`config.mk`:
```
export PLATFORM = sky130hd
export DESIGN_NAME = seq_divider_flat
export DESIGN_NICKNAME = d
export VERILOG_FILES = /design/src/rtl/div_pkg.sv /design/src/rtl/seq_divider_if.sv /design/src/rtl/sub_trial.sv /design/src/rtl/seq_divider.sv /design/src/flat_wrapper.sv
export SDC_FILE = /design/constraint.sdc
export NUM_CORES = 1
export LEC_CHECK = 0
export CAP_MARGIN = 0
export CORE_MARGIN = 8
export CORE_UTILIZATION = 59
export CTS_BUF_LIST = sky130_fd_sc_hd__clkbuf_2 sky130_fd_sc_hd__clkbuf_4 sky130_fd_sc_hd__clkbuf_8
export DETAILED_ROUTE_END_ITERATION = 16
export PLACE_DENSITY = 0.87
export RECOVER_POWER = 50
export SKIP_CTS_REPAIR_TIMING = 1
export SYNTH_ARGS = -nofsm -noshare
export SYNTH_HDL_FRONTEND = slang
export SYNTH_HIERARCHICAL = 1
export SYNTH_SLANG_ARGS = --single-unit
```
`constraint.sdc`:
```
create_clock -name clk -period 6 [get_ports clk]
set_clock_uncertainty 0.2 [all_clocks]
set_input_delay 1.2 -clock clk [delete_from_list [all_inputs] [get_ports clk]]
set_output_delay 1.2 -clock clk [all_outputs]
set_load 0.05 [all_outputs]
```
`src/rtl/div_pkg.sv`:
```
// Shared definitions for the sequential divider: state encoding, default
// width and the 4-bit carry-lookahead cell used by the trial subtractor.
package div_pkg;

  localparam int DIV_W = 8;

  typedef enum logic [1:0] {
    IDLE = 2'd0,
    RUN  = 2'd1,
    DONE = 2'd2
  } div_state_e;

  // 4-bit lookahead cell: returns {c4, c3, c2, c1} from per-bit g/p and carry-in.
  function automatic logic [3:0] clb4(input logic [3:0] g, input logic [3:0] p,
                                      input logic cin);
    logic c1, c2, c3, c4;
    c1 = g[0] | (p[0] & cin);
    c2 = g[1] | (p[1] & g[0]) | (p[1] & p[0] & cin);
    c3 = g[2] | (p[2] & g[1]) | (p[2] & p[1] & g[0]) | (p[2] & p[1] & p[0] & cin);
    c4 = g[3] | (p[3] & g[2]) | (p[3] & p[2] & g[1]) | (p[3] & p[2] & p[1] & g[0])
       | (p[3] & p[2] & p[1] & p[0] & cin);
    return {c4, c3, c2, c1};
  endfunction

endpackage

```
`src/rtl/seq_divider_if.sv`:
```
// Start/ready/valid handshake bundle between an issuing unit and the divider.
interface seq_divider_if import div_pkg::*; #(parameter int W = DIV_W);

  logic         start;
  logic [W-1:0] A;
  logic [W-1:0] B;
  logic         ready;
  logic         valid;
  logic [W-1:0] Q;
  logic [W-1:0] R;
  logic         div_zero;

  modport master (output start, A, B, input ready, valid, Q, R, div_zero);
  modport slave  (input start, A, B, output ready, valid, Q, R, div_zero);

endinterface

```
`src/rtl/sub_trial.sv`:
```
// Combinational N-bit trial subtract a - b = a + ~b + 1 on 4-bit lookahead
// cells, groups chained by their carry-out. borrow is the inverted carry-out.
module sub_trial import div_pkg::*; #(
  parameter int N = DIV_W + 1
) (
  input  logic [N-1:0] a,
  input  logic [N-1:0] b,
  output logic [N-1:0] diff,
  output logic         borrow
);

  localparam int NG = (N + 3) / 4;
  localparam int NP = NG * 4;

  logic [NP-1:0] g;
  logic [NP-1:0] p;
  logic [N:0]    c;

  // Generate/propagate pre-processing, then lookahead carries group by group.
  always_comb begin
    logic [3:0] cv;
    logic       cin_v;
    g = '0;
    p = '0;
    g[N-1:0] = a & ~b;
    p[N-1:0] = a ^ ~b;
    c = '0;
    c[0] = 1'b1;
    cin_v = 1'b1;
    cv = '0;
    for (int i = 0; i < NG; i++) begin
      cv = clb4(g[i*4 +: 4], p[i*4 +: 4], cin_v);
      for (int k = 0; k < 4; k++) begin
        if (i * 4 + k < N) c[i*4+k+1] = cv[k];
      end
      cin_v = cv[3];
    end
  end

  assign diff   = p[N-1:0] ^ c[N-1:0];
  assign borrow = ~c[N];

endmodule

```
`src/rtl/seq_divider.sv`:
```
// Radix-2 restoring divider, one quotient bit per clock.
//
// state | meaning
// IDLE  | ready for a new divide; operands captured on start
// RUN   | one shift/trial-subtract iteration per cycle
// DONE  | results presented, valid high for this single cycle
//
// A zero divisor is routed through a single RUN pass (counter preloaded to
// its last value) so its result lands one edge after acceptance.
module seq_divider import div_pkg::*; #(
  parameter int W  = DIV_W,
  parameter int CW = $clog2(W + 1)
) (
  input  logic          clk,
  input  logic          rst,
  seq_divider_if.slave  bus
);

  div_state_e    state, state_nxt;
  logic [CW-1:0] counter;
  logic [W:0]    p_reg;
  logic [W-1:0]  qsh;
  logic [W-1:0]  bd;
  logic [W-1:0]  q_reg;
  logic [W-1:0]  r_reg;
  logic          dz_reg;

  logic [W:0]    p_sh;
  logic [W:0]    d;
  logic [W:0]    p_next;
  logic [W-1:0]  qsh_next;
  logic          borrow;
  logic          last;
  logic          is_idle;
  logic          is_done;

  assign p_sh     = (p_reg << 1) | {{W{1'b0}}, qsh[W-1]};
  assign p_next   = borrow ? p_sh : d;
  assign qsh_next = {qsh[W-2:0], ~borrow};
  assign last     = (counter == CW'(W - 1));

  sub_trial #(.N(W + 1)) u_sub_trial (
    .a      (p_sh),
    .b      ({1'b0, bd}),
    .diff   (d),
    .borrow (borrow)
  );

  // State register.
  always_ff @(posedge clk) begin
    if (rst) state <= IDLE;
    else     state <= state_nxt;
  end

  // Next-state and handshake outputs.
  always_comb begin
    state_nxt = state;
    is_idle   = 1'b0;
    is_done   = 1'b0;
    case (state)
      IDLE: begin
        is_idle = 1'b1;
        if (bus.start) state_nxt = RUN;
      end
      RUN: begin
        if (last) state_nxt = DONE;
      end
      DONE: begin
        is_done   = 1'b1;
        state_nxt = IDLE;
      end
      default: state_nxt = IDLE;
    endcase
  end

  // Operand capture, iteration datapath and result registers.
  always_ff @(posedge clk) begin
    if (rst) begin
      counter <= '0;
      p_reg   <= '0;
      qsh     <= '0;
      bd      <= '0;
      q_reg   <= '0;
      r_reg   <= '0;
      dz_reg  <= 1'b0;
    end else begin
      case (state)
        IDLE: begin
          if (bus.start) begin
            qsh     <= bus.A;
            bd      <= bus.B;
            p_reg   <= '0;
            counter <= (bus.B == '0) ? CW'(W - 1) : '0;
          end
        end
        RUN: begin
          p_reg   <= p_next;
          qsh     <= qsh_next;
          counter <= counter + CW'(1);
          if (last) begin
            if (bd == '0) begin
              q_reg  <= '1;
              r_reg  <= qsh;
              dz_reg <= 1'b1;
            end else begin
              q_reg  <= qsh_next;
              r_reg  <= p_next[W-1:0];
              dz_reg <= 1'b0;
            end
          end
        end
        default: ;
      endcase
    end
  end

  assign bus.ready    = is_idle;
  assign bus.valid    = is_done;
  assign bus.Q        = q_reg;
  assign bus.R        = r_reg;
  assign bus.div_zero = dz_reg;

endmodule
```
`src/flat_wrapper.sv`:
```
// flat-port wrapper written by rule: the top's interface ports become plain ports
module seq_divider_flat import div_pkg::*;
#(
  parameter int W  = DIV_W,
  parameter int CW = $clog2(W + 1)
)
  (clk, rst, bus_start, bus_A, bus_B, bus_ready, bus_valid, bus_Q, bus_R, bus_div_zero);
  seq_divider_if #(.W(W)) bus_i ();
  input  logic clk;
  input  logic rst;
  input wire logic [$bits(bus_i.start)-1:0] bus_start;
  input wire logic [$bits(bus_i.A)-1:0] bus_A;
  input wire logic [$bits(bus_i.B)-1:0] bus_B;
  output wire logic [$bits(bus_i.ready)-1:0] bus_ready;
  output wire logic [$bits(bus_i.valid)-1:0] bus_valid;
  output wire logic [$bits(bus_i.Q)-1:0] bus_Q;
  output wire logic [$bits(bus_i.R)-1:0] bus_R;
  output wire logic [$bits(bus_i.div_zero)-1:0] bus_div_zero;
  assign bus_i.start = bus_start;
  assign bus_i.A = bus_A;
  assign bus_i.B = bus_B;
  assign bus_ready = bus_i.ready;
  assign bus_valid = bus_i.valid;
  assign bus_Q = bus_i.Q;
  assign bus_R = bus_i.R;
  assign bus_div_zero = bus_i.div_zero;
  seq_divider #(.W(W), .CW(CW)) u_core (.clk(clk), .rst(rst), .bus(bus_i));
endmodule
```
==> results of run 1 <==
power groups by stage:
stage / Sequential, mW / Combinational (mW) / Clock (mW)
6_report: 0.336 / 0.151 / 0.200
5_1_grt: 0.337 / 0.162 / 0.215
4_1_cts: 0.335 / 0.149 / 0.202
3_5_place_dp: 0.343 / 0.148 / 0
3_3_place_gp: 0.342 / 0.144 / 0
2_1_floorplan: 0.338 / 0.112 / 0
through the flow:
stage | hold slack (ns) | cells
2_1_floorplan | 0.2479 | 279
6_report | 0.2572 | 360
3_5_place_dp | 0.2497 | 352
5_1_grt | 0.2820 | 360
4_1_cts | 0.2614 | 360
3_3_place_gp | 0.2440 | 352
metal layers:
| metal | vias to the layer above | wire, um |
|---|---|---|
| li1 | 1025 | - |
| met3 | 7 | 342 |
| met4 | 0 | 57 |
| met2 | 69 | 3007 |
| met1 | 1001 | 2501 |
| met5 | - | 0 |
worst reg2reg max path, cell delays in order (launching register included):
cell       delay [ns]
dfxtp_1          0.42
inv_1            0.07
ha_1             0.33
o2111ai_1        0.23
a31oi_1          0.13
a21bo_1          0.24
a21oi_1          0.19
fa_1             0.50
mux2_2           0.41
nand2_1          0.11
a21oi_1          0.08
area by class of cell:
cell class / count / area (um^2) / area share
well taps: 50 / 62.56 / 0.02238
clock buffers: 6 / 76.32 / 0.02731
inverters: 14 / 52.55 / 0.01880
flip-flops and latches: 47 / 940.9 / 0.3366
clock inverters: 2 / 16.27 / 0.005819
repair buffers: 40 / 385.4 / 0.1379
multi-input cells: 201 / 1261 / 0.4512
worst max path at each step:
stage,from,end,slack (ns),depth (start not counted)
floorplan,u_core/qsh[7],u_core/bus.R[6],3.33,11
global placement,rst,u_core/bus.R[0],2.96,4
detailed placement,bus_start,u_core/counter[0],2.89,6
CTS,u_core/state[0],bus_valid,2.87,2
global route,rst,u_core/bus.R[2],2.34,4
finish,bus_start,u_core/qsh[0],2.51,6
==> results.json, run 1 <==
{
  "status": "finished, final reports clean",
  "synthCells": 279,
  "ios": 38,
  "maxSlewViolCount": 0,
  "crit_path_max_incr_delay_ns": 0.69,
  "fin_crit_ns": 3.491,
  "netSwitchingFraction": 0.3016,
  "vias_per_cell": 5.839,
  "p_int_mw": 0.4794,
  "grt_max_degree": 32,
  "final_util": 0.7142,
  "drive_above_1_share": 0.07097,
  "crit_path_frequent_cell": "nor2_1",
  "fin_tns_setup_ns": 0,
  "grt_usage": 0.1919,
  "r2r_slack_ns": 2.91,
  "max_cap_violations": 0,
  "hold_violations": 0,
  "htreeDepth": 2,
  "antenna_left": 0,
  "numCtsBuffers": 5,
  "dpl.hpwl_um": 4244,
  "period_share": 0.5818,
  "synth_area_um2": 2337,
  "post-place-ws_ns": 2.893,
  "grt_pass1_wl_um": 9701,
  "r2r-start": "u_core/qsh[7]",
  "use_met3": 0.03273,
  "final_common_cell": "dfxtp_1",
  "grt_antenna_before_repair": 0,
  "crit_type": "input port to register",
  "final_cell_mix": "dfxtp_1 (47), nand2_1 (37), clkdlybuf4s50_1 (32)",
  "p_clk_frac": 0.291,
  "die_width_um": 78.94,
  "combinationalPowerShare": 0.220,
  "grt-ovfl-total": 0,
  "fillers": 331,
  "worstHoldStart": "u_core/bus.div_zero",
  "hp-class": "register to register",
  "area_growth_pct": 19.59,
  "pwr_density_cell_nw_per_um2": 245.6,
  "cts.path.max_buffers": 2,
  "leakage_nw": 1.060,
  "initial_core_util": 0.5972,
  "nNetsFinal": 340,
  "synth_fp_nets": 310,
  "wire_per_inst_um": 16.42,
  "port_buffers": 37,
  "rows": 23,
  "busiest_layer": "met2",
  "die_area_um2": 6232,
  "power_mw": 0.6864,
  "yosysWarnings": 6,
  "n_antenna_cell": 0,
  "gr-usage-met2": 0.3231,
  "cts.clk_slew.worst_paths_ns": 0.10,
  "fmax_ghz": 0.2865,
  "tightestPinTransition_ns": 1.329,
  "p_sw_mw": 0.2070,
  "clk_latency_ns": 0.31,
  "gp_congestion": 0.9303,
  "clk_root_buffer_cell": "clkbuf_8",
  "grtUsageMet1": 0.2421,
  "dpl_cell_area_um2": 2715,
  "whs_endpoint": "u_core/bus.div_zero",
  "r2r-end": "u_core/p_reg[6]",
  "slowest_stage": "clkbuf_1",
  "vias": 2102,
  "core_area_um2": 3914,
  "worstPathMaxFanout": 20,
  "critical_path.cell_chain": "dlygate4sd3_1 -> nor3b_1 -> clkbuf_1 -> nor2_1 -> a221oi_1 -> nor2_1",
  "maxSlewHeadroom": 0.1137,
  "avgSynthCellArea_um2": 8.377,
  "die_y_um": 78.94,
  "path_buf_inv": 2,
  "end_kind": "register",
  "worstSetupStartpointType": "input port",
  "irDropWorstVdd_mv": 0.1614,
  "setup_viol": 0,
  "rsz0062_at_grt": "false",
  "rr_worst_depth": 10,
  "grt_pass1_vias": 1990,
  "drt_iter0_markers": 293,
  "hold_depth": 2,
  "cts_tree": "yes",
  "drc": 0,
  "cts.sinks": 47,
  "cp.arrival_ns": 3.44,
  "seqPwrFrac": 0.489,
  "routed_wl_um": 5910,
  "final.setup.worst_slack_ns": 2.509,
  "required_ns": 5.95,
  "dr.pass1.iters": 4,
  "path_delay_family": "buffers and inverters",
  "stdcell_area_um2": 2795
}
(Power assumes the default switching activity.)
==> run 2: changes to the inputs <==
CORE_UTILIZATION = 55   (was 59)
PLACE_DENSITY = 0.82   (was 0.87)
clock period = 3.55 ns   (was 6 ns; I/O delays follow)
==> run 2 against run 1 <==
  * Via count is 3.7% lower
  * Die area grew 5.8%
  * Count of clock-buffer cells in the layout unchanged
==> results.json, run 2 (synthesized netlist as in run 1, its figures left out) <==
{
  "status": "finished, final reports clean",
  "antenna_left": 0,
  "gp_congestion": 0.8417,
  "port_buffers": 37,
  "dr.pass1.iters": 4,
  "path_delay_family": "compound AO/OA/AOI/OAI gates",
  "p_clk_frac": 0.283,
  "r2r-end": "u_core/bus.R[7]",
  "cp.arrival_ns": 2.92,
  "drive_above_1_share": 0.07395,
  "maxSlewViolCount": 0,
  "stdcell_area_um2": 2803,
  "p_sw_mw": 0.3326,
  "grt_pass1_vias": 1981,
  "area_growth_pct": 19.91,
  "rows": 23,
  "n_antenna_cell": 0,
  "cp.depth": 10,
  "drt_iter0_markers": 116,
  "final_common_cell": "dfxtp_1",
  "clk_latency_ns": 0.30,
  "hold_violations": 0,
  "final_cell_mix": "dfxtp_1 (47), nand2_1 (37), clkdlybuf4s50_1 (31), a21oi_1 (31), nor3_1 (19)",
  "leakage_nw": 1.073,
  "fmax_ghz": 0.3383,
  "setup_viol": 0,
  "wire_per_inst_um": 15.70,
  "grt_pass1_wl_um": 9384,
  "die_width_um": 81.19,
  "pwr_density_cell_nw_per_um2": 406.9,
  "grt_usage": 0.1785,
  "grt_antenna_before_repair": 0,
  "initial_core_util": 0.5760,
  "end_kind": "register",
  "dpl.hpwl_um": 4123,
  "critical_path.cell_chain": "inv_1 -> ha_1 -> o2111ai_1 -> a31oi_1 -> a21bo_1 -> a21oi_1 -> fa_1 -> mux2_2 -> mux2i_1 -> o21ai_0",
  "clk_root_buffer_cell": "clkbuf_8",
  "drc": 0,
  "fin_crit_ns": 2.956,
  "hp-class": "register to register",
  "cts.clk_slew.worst_paths_ns": 0.09,
  "tightestPinTransition_ns": 1.314,
  "required_ns": 3.52,
  "seqPwrFrac": 0.497,
  "die_area_um2": 6592,
  "fin_tns_setup_ns": 0,
  "slowest_stage": "fa_1",
  "r2r_slack_ns": 0.59,
  "dpl_cell_area_um2": 2723,
  "die_y_um": 81.19,
  "dp_cells": 353,
  "core_area_um2": 4058,
  "grt_max_degree": 34,
  "nNetsFinal": 341,
  "cts.sinks": 47,
  "irDropWorstVdd_mv": 0.3094,
  "routed_wl_um": 5668,
  "path_buf_inv": 1,
  "cts.path.max_buffers": 2,
  "crit_type": "register to register",
  "netSwitchingFraction": 0.2916,
  "rr_worst_depth": 10,
  "vias": 2025,
  "hold_depth": 2,
  "p_int_mw": 0.8078,
  "cts_tree": "yes",
  "worstPathMaxFanout": 10,
  "fin_cells": 361,
  "worstHoldStart": "u_core/bus.div_zero",
  "grt-ovfl-total": 0,
  "period_share": 0.8328,
  "numCtsBuffers": 5,
  "power_mw": 1.140,
  "maxSlewHeadroom": 0.1239,
  "htreeDepth": 2,
  "ios": 38,
  "rsz0062_at_grt": "false",
  "r2r-start": "u_core/qsh[7]",
  "worstSetupStartpointType": "register",
  "whs_endpoint": "u_core/bus.div_zero",
  "max_cap_violations": 0,
  "fillers": 346,
  "crit_path_max_incr_delay_ns": 0.46,
  "vias_per_cell": 5.609,
  "combinationalPowerShare": 0.220
}
run 2: worst max path at each step:
stage,startpoint,to
final,u_core/qsh[7],u_core/bus.R[7]
after global routing,u_core/qsh[7],u_core/bus.R[7]
after CTS,u_core/qsh[7],u_core/bus.R[7]
after detailed placement,u_core/qsh[7],u_core/bus.R[2]
after global placement,u_core/qsh[7],u_core/bus.R[6]
after floorplan,u_core/qsh[7],u_core/bus.R[6]
run 2: cell type report:
class / count / area (um^2) / area share
Multi-Input combinational cell: 201 / 1261 / 0.4500
Sequential cell: 47 / 940.9 / 0.3357
Timing Repair Buffer: 41 / 396.6 / 0.1415
Clock buffer: 6 / 76.32 / 0.02723
Tap cell: 50 / 62.56 / 0.02232
Inverter: 14 / 52.55 / 0.01875
Clock inverter: 2 / 12.51 / 0.004464
run 2: power by group through the flow:
stage | Clock [mW] | Sequential, mW | Combinational (mW)
floorplan | 0 | 0.572 | 0.189
global placement | 0 | 0.578 | 0.248
detailed placement | 0 | 0.579 | 0.250
CTS | 0.330 | 0.567 | 0.252
global route | 0.353 | 0.569 | 0.276
finish | 0.323 | 0.567 | 0.251
run 2: worst reg2reg max path: cells and delay by family, from the launching register on:
kind | cells | cell delay (ns)
compound gates | 5 | 0.87
fa+ha+maj | 2 | 0.78
buf+inv | 1 | 0.06
flops | 1 | 0.39
mux | 2 | 0.52
run 2: layer usage:
layer  up-vias  global-route usage  part of all wire
met2        48              0.2863              0.48
met4         0             0.06429             0.016
met3         9             0.03532             0.057
met5         -                   0                 0
met1       939              0.2320              0.45
li1       1029                   -                 -
run 2: through the flow:
| step | worst slack [ns] | utilization | hold slack (ns) |
|---|---|---|---|
| 3_5_place_dp | 0.5913 | 0.6710 | 0.2587 |
| 2_1_floorplan | 0.8818 | - | 0.2479 |
| 5_1_grt | 0.3820 | 0.6907 | 0.2872 |
| 6_report | 0.5937 | 0.6907 | 0.2721 |
| 4_1_cts | 0.5918 | 0.6929 | 0.2740 |
| 3_3_place_gp | 0.6824 | 0.6710 | 0.2469 |
==> run 3: changes to the inputs <==
clock period = 3.01 ns   (was 3.55 ns; I/O delays follow)
==> run 3 against run 2 <==
  * Sequential share of layout area fell by 0.33 points
  * Clock power is 40% higher
  * Critical path type unchanged
  * Utilization up 0.77 points
  * Sequential cell count stayed put
  * Setup slack got worse by 0.43 ns
  * Count of clock-buffer cells in the layout shrank 1
  * Critical endpoint is now u_core/bus.R[0]
  * Largest cell class unchanged
==> results.json, run 3 (synthesized netlist as in run 1, its figures left out) <==
{
  "fin_crit_ns": 2.842,
  "end_kind": "register",
  "topRoutingLayerUsed": "met4",
  "period_share": 0.9441,
  "crit_path_max_incr_delay_ns": 0.38,
  "port_buffers": 37,
  "wl_met1_um": 2599,
  "max_cap_violations": 0,
  "whs_ns": 0.2662,
  "clk_root_buffer_cell": "clkbuf_8",
  "die_width_um": 81.19,
  "final_common_cell": "dfxtp_1",
  "clk_latency_ns": 0.30,
  "area_growth_pct": 21.25,
  "hp-class": "register to register",
  "final.setup.worst_slack_ns": 0.1681,
  "initial_core_util": 0.5760,
  "cts.path.max_buffers": 2,
  "antenna_left": 0,
  "hold_violations": 0,
  "path_delay_family": "compound AO/OA/AOI/OAI gates",
  "routed_wl_um": 5913,
  "irDropWorstVdd_mv": 0.3845,
  "dr.pass1.iters": 5,
  "critical_path.cell_chain": "inv_1 -> ha_1 -> o2111ai_2 -> a31oi_1 -> a21bo_1 -> a21oi_1 -> fa_1 -> buf_6 -> mux2_2 -> mux2i_1 -> o21ai_0",
  "gp_congestion": 0.8235,
  "maxSlewViolCount": 0,
  "drt_iter0_markers": 163,
  "die_area_um2": 6592,
  "htreeDepth": 2,
  "setup_viol": 0,
  "power_mw": 1.433,
  "final_cell_mix": "dfxtp_1 (46), nand2_1 (37), clkdlybuf4s50_1 (33)",
  "vias": 2097,
  "pwr_density_cell_nw_per_um2": 505.7,
  "grt_pass1_vias": 2056,
  "cts_tree": "yes",
  "fmax_ghz": 0.3519,
  "fillers": 338,
  "vias_per_cell": 5.793,
  "dpl.hpwl_um": 4208,
  "r2r-start": "u_core/qsh[7]",
  "worstHoldStart": "u_core/bus.div_zero",
  "ios": 38,
  "crit_start": "u_core/qsh[7]",
  "tightestPinTransition_ns": 0.7464,
  "post-place-ws_ns": 0.1493,
  "die_y_um": 81.19,
  "grt_pass1_wl_um": 9666,
  "fin_tns_setup_ns": 0,
  "grt_antenna_before_repair": 0,
  "rows": 23,
  "grt-ovfl-total": 0,
  "path_buf_inv": 2,
  "leakage_nw": 1.086,
  "grt_usage": 0.1858,
  "numCtsBuffers": 5,
  "met2_length_um": 2869,
  "drc": 0,
  "worstSetupStartpointType": "register",
  "worstPathMaxFanout": 10,
  "crit_type": "register to register",
  "cp.arrival_ns": 2.82,
  "core_area_um2": 4058,
  "grt_max_degree": 32,
  "required_ns": 2.98,
  "cts.sinks": 47,
  "wire_per_inst_um": 16.33,
  "drive_above_1_share": 0.07692,
  "n_antenna_cell": 0,
  "slowest_stage": "dfxtp_2",
  "nNetsFinal": 343,
  "met3_length_um": 366,
  "maxSlewHeadroom": 0.5024,
  "status": "finished, final reports clean",
  "cts.clk_slew.worst_paths_ns": 0.09
}
run 3: report_power, final:
part           internal [mW]  leakage [nW]  switching (mW)
combinational          0.144         0.653           0.169
sequential             0.644         0.382          0.0233
clock                  0.243        0.0502           0.210
run 3: tightest hold or removal path, delay by kind of cell, from the launching register on:
kind	cells	cell delay, ns
AND/OR/NAND/NOR	1	0.05
AO/OA/AOI/OAI	1	0.05
flip-flops	1	0.32
run 3: final timing paths:
kind                    endpoint  slack (ns)  cells after the start
max reg2reg      u_core/bus.R[0]        0.17                     11
max              u_core/bus.R[0]        0.17                     11
min          u_core/bus.div_zero        0.27                      2
min reg2reg  u_core/bus.div_zero        0.27                      2
run 3: final cells by class:
type	count	area (um^2)	share of cell area
timing repair buffer	43	415.4	0.1466
sequential	47	942.2	0.3325
tap	50	62.56	0.02208
clock inverter	2	37.54	0.01325
clock buffer	5	68.82	0.02428
inverter	14	52.55	0.01854
multi-input combinational	201	1255	0.4428
run 3: layer usage:
metal  global-route usage  vias up
met5                    0        -
met4              0.06786        0
met3              0.03201       11
met2               0.3023       80
met1               0.2404      973
li1                     -     1033
run 3: metrics by stage:
stage	std cells	utilization	area (um^2)
2_1_floorplan	279	-	2337
3_3_place_gp	355	0.6747	2738
3_5_place_dp	355	0.6747	2738
4_1_cts	362	0.7009	2844
5_1_grt	362	0.6984	2834
6_report	362	0.6984	2834
